File: src/rtl/pipe_pkg.sv
`default_nettype none
// ============================================================================
//  Module      : pipe_pkg
//  Description : Shared pipeline types: stage payload bundles, their widths,
//                and the skid-buffer occupancy state encoding.
//  Revision    : 1.0 - initial release
// ============================================================================
package pipe_pkg;

    // MEM/WB payload bundle (72 bits)
    typedef struct packed {
        logic        reg_write;
        logic [1:0]  result_src;
        logic [31:0] read_data;
        logic [4:0]  rd;
        logic [31:0] alu_result;
    } memwb_t;

    // EX/MEM payload bundle (73 bits)
    typedef struct packed {
        logic        reg_write;
        logic [1:0]  result_src;
        logic        mem_write;
        logic [31:0] alu_result;
        logic [31:0] write_data;
        logic [4:0]  rd;
    } exmem_t;

    localparam int c_memwb_w = $bits(memwb_t);
    localparam int c_exmem_w = $bits(exmem_t);

    // Number of entries held by the skid buffer
    typedef enum logic [1:0] {
        EMPTY = 2'd0,
        ONE   = 2'd1,
        TWO   = 2'd2
    } pstate_t;

    // Occupancy count reported for each buffer state; 3 is unreachable
    function automatic logic [1:0] occ_of(input pstate_t s);
        logic [1:0] occ;
        occ = 2'd0;
        case (s)
            EMPTY:   occ = 2'd0;
            ONE:     occ = 2'd1;
            TWO:     occ = 2'd2;
            default: occ = 2'd0;
        endcase
        return occ;
    endfunction

endpackage
`default_nettype wire

File: src/rtl/pipe_stage_buf_if.sv
`default_nettype none
// ============================================================================
//  Module      : pipe_stage_buf_if
//  Description : Upstream/downstream handshake bundle of one pipeline stage
//                buffer, including flush and the occupancy report.
//  Revision    : 1.0 - initial release
// ============================================================================
interface pipe_stage_buf_if #(
    parameter int W = pipe_pkg::c_memwb_w
);
    logic         in_valid;
    logic         in_ready;
    logic [W-1:0] in_data;
    logic         flush;
    logic         out_valid;
    logic         out_ready;
    logic [W-1:0] out_data;
    logic [1:0]   occupancy;

    // View from the stage buffer itself
    modport slave (
        input  in_valid,
        input  in_data,
        input  flush,
        input  out_ready,
        output in_ready,
        output out_valid,
        output out_data,
        output occupancy
    );

    // View from the surrounding pipeline / hazard logic
    modport master (
        output in_valid,
        output in_data,
        output flush,
        output out_ready,
        input  in_ready,
        input  out_valid,
        input  out_data,
        input  occupancy
    );
endinterface
`default_nettype wire

File: src/rtl/pipe_stage_buf.sv
`default_nettype none
// ============================================================================
//  Module      : pipe_stage_buf
//  Description : Pipeline stage register with valid/ready handshake, flush
//                (bubble insertion) and an optional 2-entry skid buffer.
//                All state changes on the falling edge of clk.
//  Revision    : 1.0 - initial release
// ============================================================================
module pipe_stage_buf
    import pipe_pkg::*;
#(
    parameter int W           = 72,
    parameter int SKID        = 1,
    parameter int BUBBLE_ZERO = 1
) (
    input  wire              clk,
    input  wire              rst_n,
    pipe_stage_buf_if.slave  bus
);

    logic         w_valid;
    logic         w_in_ready;
    logic [W-1:0] w_data_raw;
    logic [1:0]   w_occ;
    logic         w_accept;
    logic         w_drain;

    assign w_accept = bus.in_valid && w_in_ready;
    assign w_drain  = w_valid && bus.out_ready;

    generate
        if (SKID == 0) begin : g_single
            logic         r_valid;
            logic [W-1:0] r_data;

            // Single entry: flush beats accept, accept beats a bare drain
            always_ff @(negedge clk) begin
                if (!rst_n) begin
                    r_valid <= 1'b0;
                    r_data  <= '0;
                end else if (bus.flush) begin
                    r_valid <= 1'b0;
                end else if (w_accept) begin
                    r_data  <= bus.in_data;
                    r_valid <= 1'b1;
                end else if (w_drain) begin
                    r_valid <= 1'b0;
                end
            end

            // Room exists if the held entry is leaving or there is none
            assign w_in_ready = bus.out_ready || !r_valid;
            assign w_valid    = r_valid;
            assign w_data_raw = r_data;
            assign w_occ      = {1'b0, r_valid};
        end else begin : g_skid
            pstate_t      r_state;
            logic [W-1:0] r_main;
            logic [W-1:0] r_skb;
            logic         r_in_ready;

            // Two-entry FIFO; in_ready is kept as its own flop and cleared
            // exactly when the overflow entry fills
            always_ff @(negedge clk) begin
                if (!rst_n) begin
                    r_state    <= EMPTY;
                    r_main     <= '0;
                    r_skb      <= '0;
                    r_in_ready <= 1'b1;
                end else if (bus.flush) begin
                    r_state    <= EMPTY;
                    r_in_ready <= 1'b1;
                end else begin
                    case (r_state)
                        EMPTY: begin
                            if (w_accept) begin
                                r_main  <= bus.in_data;
                                r_state <= ONE;
                            end
                        end
                        ONE: begin
                            if (w_accept && w_drain) begin
                                r_main <= bus.in_data;
                            end else if (w_accept) begin
                                r_skb      <= bus.in_data;
                                r_state    <= TWO;
                                r_in_ready <= 1'b0;
                            end else if (w_drain) begin
                                r_state <= EMPTY;
                            end
                        end
                        TWO: begin
                            // Upstream is blocked here, so only a drain moves
                            if (w_drain) begin
                                r_main     <= r_skb;
                                r_state    <= ONE;
                                r_in_ready <= 1'b1;
                            end
                        end
                        default: begin
                            r_state    <= EMPTY;
                            r_in_ready <= 1'b1;
                        end
                    endcase
                end
            end

            assign w_in_ready = r_in_ready;
            assign w_valid    = (r_state != EMPTY);
            assign w_data_raw = r_main;
            assign w_occ      = occ_of(r_state);
        end
    endgenerate

    // Bubbles present zero data so control fields read inactive downstream
    assign bus.out_data  = ((BUBBLE_ZERO != 0) && !w_valid) ? '0 : w_data_raw;
    assign bus.out_valid = w_valid;
    assign bus.in_ready  = w_in_ready;
    assign bus.occupancy = w_occ;

endmodule
`default_nettype wire

File: src/flat_wrapper.sv
// flat-port wrapper written by rule: the top's interface ports become plain ports
module pipe_stage_buf_flat import pipe_pkg::*;
#(
    parameter int W           = 72,
    parameter int SKID        = 1,
    parameter int BUBBLE_ZERO = 1
)
  (clk, rst_n, bus_in_valid, bus_in_data, bus_flush, bus_out_ready, bus_in_ready, bus_out_valid, bus_out_data, bus_occupancy);
  pipe_stage_buf_if #(.W(W)) bus_i ();
  input  wire clk;
  input  wire rst_n;
  input wire logic [$bits(bus_i.in_valid)-1:0] bus_in_valid;
  input wire logic [$bits(bus_i.in_data)-1:0] bus_in_data;
  input wire logic [$bits(bus_i.flush)-1:0] bus_flush;
  input wire logic [$bits(bus_i.out_ready)-1:0] bus_out_ready;
  output wire logic [$bits(bus_i.in_ready)-1:0] bus_in_ready;
  output wire logic [$bits(bus_i.out_valid)-1:0] bus_out_valid;
  output wire logic [$bits(bus_i.out_data)-1:0] bus_out_data;
  output wire logic [$bits(bus_i.occupancy)-1:0] bus_occupancy;
  assign bus_i.in_valid = bus_in_valid;
  assign bus_i.in_data = bus_in_data;
  assign bus_i.flush = bus_flush;
  assign bus_i.out_ready = bus_out_ready;
  assign bus_in_ready = bus_i.in_ready;
  assign bus_out_valid = bus_i.out_valid;
  assign bus_out_data = bus_i.out_data;
  assign bus_occupancy = bus_i.occupancy;
  pipe_stage_buf #(.W(W), .SKID(SKID), .BUBBLE_ZERO(BUBBLE_ZERO)) u_core (.clk(clk), .rst_n(rst_n), .bus(bus_i));
endmodule
File: config.mk
export PLATFORM = sky130hd
export DESIGN_NAME = pipe_stage_buf_flat
export DESIGN_NICKNAME = d
export VERILOG_FILES = /design/src/rtl/pipe_pkg.sv /design/src/rtl/pipe_stage_buf_if.sv /design/src/rtl/pipe_stage_buf.sv /design/src/flat_wrapper.sv
export SDC_FILE = /design/constraint.sdc
export NUM_CORES = 1
export LEC_CHECK = 0
export ABC_CLOCK_PERIOD_IN_PS = 3910
export CAP_MARGIN = 5
export CELL_PAD_IN_SITES_DETAIL_PLACEMENT = 0
export CELL_PAD_IN_SITES_GLOBAL_PLACEMENT = 1
export CORE_MARGIN = 10
export CORE_UTILIZATION = 35
export CTS_BUF_LIST = sky130_fd_sc_hd__clkbuf_4 sky130_fd_sc_hd__clkbuf_8
export DETAILED_ROUTE_END_ITERATION = 10
export HOLD_SLACK_MARGIN = 0.03
export PLACE_DENSITY_LB_ADDON = 0.12
export SLEW_MARGIN = 20
export SYNTH_ARGS = -nofsm -noshare
export SYNTH_HDL_FRONTEND = slang
export SYNTH_SLANG_ARGS = --single-unit
File: constraint.sdc
create_clock -name clk -period 3.91 [get_ports clk]
set_clock_uncertainty 0.2 [all_clocks]
set_input_delay 0.782 -clock clk [delete_from_list [all_inputs] [get_ports clk]]
set_output_delay 0.782 -clock clk [all_outputs]
set_load 0.005 [all_outputs]
==> tab_implementation.tex <==
\begin{tabular}{lr}
\hline
Metric & Value \\
\hline
\multicolumn{2}{l}{\textbf{Finish}} \\
Commonest non-fill, non-tap cell in the layout & sky130\_fd\_sc\_hd\_\_inv\_1 \\
Most frequent cells in the layout & sky130\_fd\_sc\_hd\_\_inv\_1, sky130\_fd\_sc\_hd\_\_nand2\_1, sky130\_fd\_sc\_hd\_\_dfxtp\_1 \\
Post-synthesis to final-layout area growth & 48.6\% \\
Sequential standard cell area & 2950 sq um \\
Total number of nets in the final design & 1128 \\
Ratio of cells with drive above 1 in the final layout & 23.0\% \\
Multi-input combinational cell area & 3360 sq um \\
Post-route standard cell area excluding fillers & 9650 sq um \\
Filler instances & 1705 \\
\multicolumn{2}{l}{\textbf{Clock tree}} \\
Longest Clk Path Bufs & 2 \\
Clock edge transition at the registers on the reported setup and hold paths & 30 ps \\
Clock sink total & 147 \\
TritonCTS buffer count & 17 \\
Clock latency at the later pin of the worst-skew pair & 460 ps \\
CTS H-tree depth & 4 \\
CTS tree & yes \\
Hold-fix buffers, CTS & 0 \\
CTS root buffer & sky130\_fd\_sc\_hd\_\_clkbuf\_8 \\
\multicolumn{2}{l}{\textbf{Global route}} \\
Total grt overflow & 0 \\
Via count of the first global-routing pass & 6739 \\
Global-route total usage across every layer & 15.8\% \\
Pin count of the biggest net entering global routing & 38 \\
Wire length of the first global-routing pass & 31.7 mm \\
Initial antenna violation count & 3 \\
\multicolumn{2}{l}{\textbf{Timing}} \\
Transition time at the pin with the least slew margin & 691 ps \\
Final Hold Fails & 0 \\
Aggregate negative setup slack & -39270 ps \\
Final number of setup-violating endpoints & 75 \\
Unrepaired setup endpoints after global routing & yes \\
Max-slew violation count & 0 \\
Final WS setup & -660 ps \\
Relative max-transition margin & 53.9\% \\
\multicolumn{2}{l}{\textbf{Power}} \\
Fraction of power consumed by combinational cells & 12.3\% \\
Clock group share of total power & 46.1\% \\
Sequential share of power & 41.6\% \\
Standby leakage power & 4.41 nW \\
Internal portion of total power & 2.66 mW \\
Maximum VDD drop & 0.211 mV \\
Net switching component of the power & 1.23 mW \\
Power density of the placed cells & 403 nW/um\^{}2 \\
Switching share of power & 31.6\% \\
\multicolumn{2}{l}{\textbf{Synthesis}} \\
Combinational family with the most area after synthesis & simple AND/OR/NAND/NOR gates \\
Mean instance size in the synthesized netlist & 8.79 sq um \\
Synthesized-area fraction occupied by ao, oa, aoi and oai cells & 15.8\% \\
Number of nets in the synthesized netlist & 816 \\
Fraction of synthesized cell area in xor and xnor cells & 0\% \\
Mapped Area & 6490 sq um \\
Register bit count reported by yosys & 147 \\
Sequential cell area fraction in the yosys report & 45.3\% \\
Adder and majority gate portion of the synthesized area & 0\% \\
Mux contribution to synthesized area & 11.1\% \\
Cell variety after synth & 29 \\
Simple-gate share of the synthesized area & 21.2\% \\
Count of synthesis-stage warnings from yosys & 0 \\
Cell count after synthesis & 739 \\
\multicolumn{2}{l}{\textbf{Placed design}} \\
Routability congestion estimate from global placement & 0.739 \\
\# port buffers & 152 \\
Post-placement setup slack & -851 ps \\
Placed cell area & 8580 sq um \\
Post-DP HPWL & 12.9 mm \\
\multicolumn{2}{l}{\textbf{Routing}} \\
Detailed Route Iter0 Violations & 265 \\
Avg WL per Cell & 15.4 microns \\
Sum of routed wire length over all layers & 20.0 mm \\
Drt via density & 4.88 \\
Number of design rule violations left after detail routing & 0 \\
Count of TritonRoute iterations in the first routing pass & 4 \\
Via count & 6315 \\
Antenna-violating nets left & 0 \\
\multicolumn{2}{l}{\textbf{Setup path}} \\
Data required time of the critical path & 2930 ps \\
Maximum fanout along the worst path & 26 \\
Sort of element at the end of the critical path & output port \\
Critical path class & reg2out \\
Setup crit start kind & register \\
Arrival time at the worst endpoint & 3590 ps \\
\multicolumn{2}{l}{\textbf{Die}} \\
Std-Cell Rows & 49 \\
Top-level port count & 153 \\
Die ar. & 24400 sq um \\
X dimension of the die & 156 microns \\
Die H & 156 microns \\
Initial standard-cell utilization of the core & 35.9\% \\
Standard cell core area & 18100 sq um \\
\multicolumn{2}{l}{\textbf{Flow run}} \\
Max-cap violations & 0 \\
\multicolumn{2}{l}{\textbf{Min path}} \\
Path type of the worst min-delay path & reg2reg \\
\multicolumn{2}{l}{\textbf{Run status}} \\
Violated checks & setup timing \\
Status & complete, but fails checks \\
\hline
\end{tabular}
## cells in the mapped netlist
master,n,area share (%)
sky130_fd_sc_hd__a311oi_1,1,0.13
sky130_fd_sc_hd__a211oi_1,59,6.8
sky130_fd_sc_hd__inv_2,1,0.058
sky130_fd_sc_hd__nor4_4,1,0.33
sky130_fd_sc_hd__nor4_1,1,0.096
sky130_fd_sc_hd__nand2_1,146,8.4
sky130_fd_sc_hd__inv_1,2,0.12
sky130_fd_sc_hd__or4_1,1,0.12
sky130_fd_sc_hd__buf_2,13,1.0
sky130_fd_sc_hd__buf_4,9,1.0
sky130_fd_sc_hd__nor2b_1,2,0.19
sky130_fd_sc_hd__nand3b_1,2,0.23
sky130_fd_sc_hd__nand4b_1,1,0.13
sky130_fd_sc_hd__clkbuf_1,24,1.4
sky130_fd_sc_hd__and2_1,72,6.9
sky130_fd_sc_hd__dfxtp_1,147,45
sky130_fd_sc_hd__nand3_1,1,0.077
sky130_fd_sc_hd__a21o_1,1,0.12
sky130_fd_sc_hd__mux2i_1,72,11
sky130_fd_sc_hd__a21oi_1,73,5.6
sky130_fd_sc_hd__a31oi_4,1,0.33
sky130_fd_sc_hd__buf_6,17,2.9
sky130_fd_sc_hd__nand4bb_1,1,0.17
sky130_fd_sc_hd__or2_2,1,0.096
sky130_fd_sc_hd__a211oi_2,13,2.5
sky130_fd_sc_hd__nand2b_1,2,0.19
sky130_fd_sc_hd__nor2_1,73,4.2
sky130_fd_sc_hd__o32ai_1,1,0.13
sky130_fd_sc_hd__a21boi_0,1,0.12
## flip-flops by register name (all words and copies together), names as in the netlist
name                   count
u_core.bus.in_ready        1
u_core.g_skid.r_state      2
u_core.g_skid.r_main      72
u_core.g_skid.r_skb       72
## critical path, cell delays in order, from the launching register on
cell	delay [ps]
sky130_fd_sc_hd__dfxtp_2	310
sky130_fd_sc_hd__or2_4	290
sky130_fd_sc_hd__buf_12	170
sky130_fd_sc_hd__and2_1	160
sky130_fd_sc_hd__dlygate4sd2_1	260
## metrics by stage
step | power, mW | hold slack (ps) | utilization (%) | instances
after floorplan | 2.09 | 236 | - | 739
after global placement | 2.29 | 237 | 47.5 | 1105
after CTS | 3.96 | 249 | 53.1 | 1288
final | 3.88 | 245 | 53.4 | 1295
after global routing | 4.21 | 275 | 53.3 | 1293
after detailed placement | 2.30 | 245 | 47.5 | 1105
## path summary, 6_finish.rpt
| kind | start | endpoint | slack, ps | cells after the start |
|---|---|---|---|---|
| setup / recovery | u_core.g_skid.r_state[1] | bus_out_data[19] | -660 | 4 |
| hold / removal | u_core.g_skid.r_skb[59] | u_core.g_skid.r_skb[59] | 250 | 2 |
| setup reg to reg | u_core.g_skid.r_state[0] | u_core.g_skid.r_main[34] | 1780 | 10 |
| hold reg to reg | u_core.g_skid.r_skb[59] | u_core.g_skid.r_skb[59] | 250 | 2 |
## layer usage
| metal | track usage [%] | wire, microns | vias to the layer above |
|---|---|---|---|
| met1 | 17.5 | 8630 | 2963 |
| met2 | 24.7 | 9790 | 195 |
| met5 | 0 | 13 | - |
| met3 | 8.57 | 1360 | 21 |
| met4 | 6.56 | 180 | 2 |
| li1 | - | - | 3134 |
## area by class of cell
cell class,count,area share (%)
Antenna cell,3,0.0778
Clock buffer,17,2.42
Clock inverter,161,7.36
Inverter,2,0.130
Multi-Input combinational cell,526,34.8
Sequential cell,147,30.5
Tap cell,229,2.97
Timing Repair Buffer,210,21.7
## timing repair
item / in CTS / in global routing
cloned: 2 / 2
endpoints found under the setup margin: 220 / 108
setup buffers: 4 / 6
gates resized for setup: 163 / 174
pin swaps: 4 / 19
endpoints found under the hold margin: 0 / 0
## cell families after synthesis
family | Yosys count
AOI/OAI and AO/OA | 150
buffers and inverters | 66
muxes | 72
DFF | 147
and+or+nand+nor | 304
## power groups by stage
stage | Clock (mW) | Combinational [mW] | Sequential, mW
final | 1.79 | 0.477 | 1.62
after global routing | 2.07 | 0.523 | 1.62
after CTS | 1.88 | 0.459 | 1.61
after detailed placement | 0.229 | 0.441 | 1.64
after global placement | 0.229 | 0.431 | 1.63
after floorplan | 0.229 | 0.238 | 1.62
Note: power is estimated with default switching activity, not from simulation.
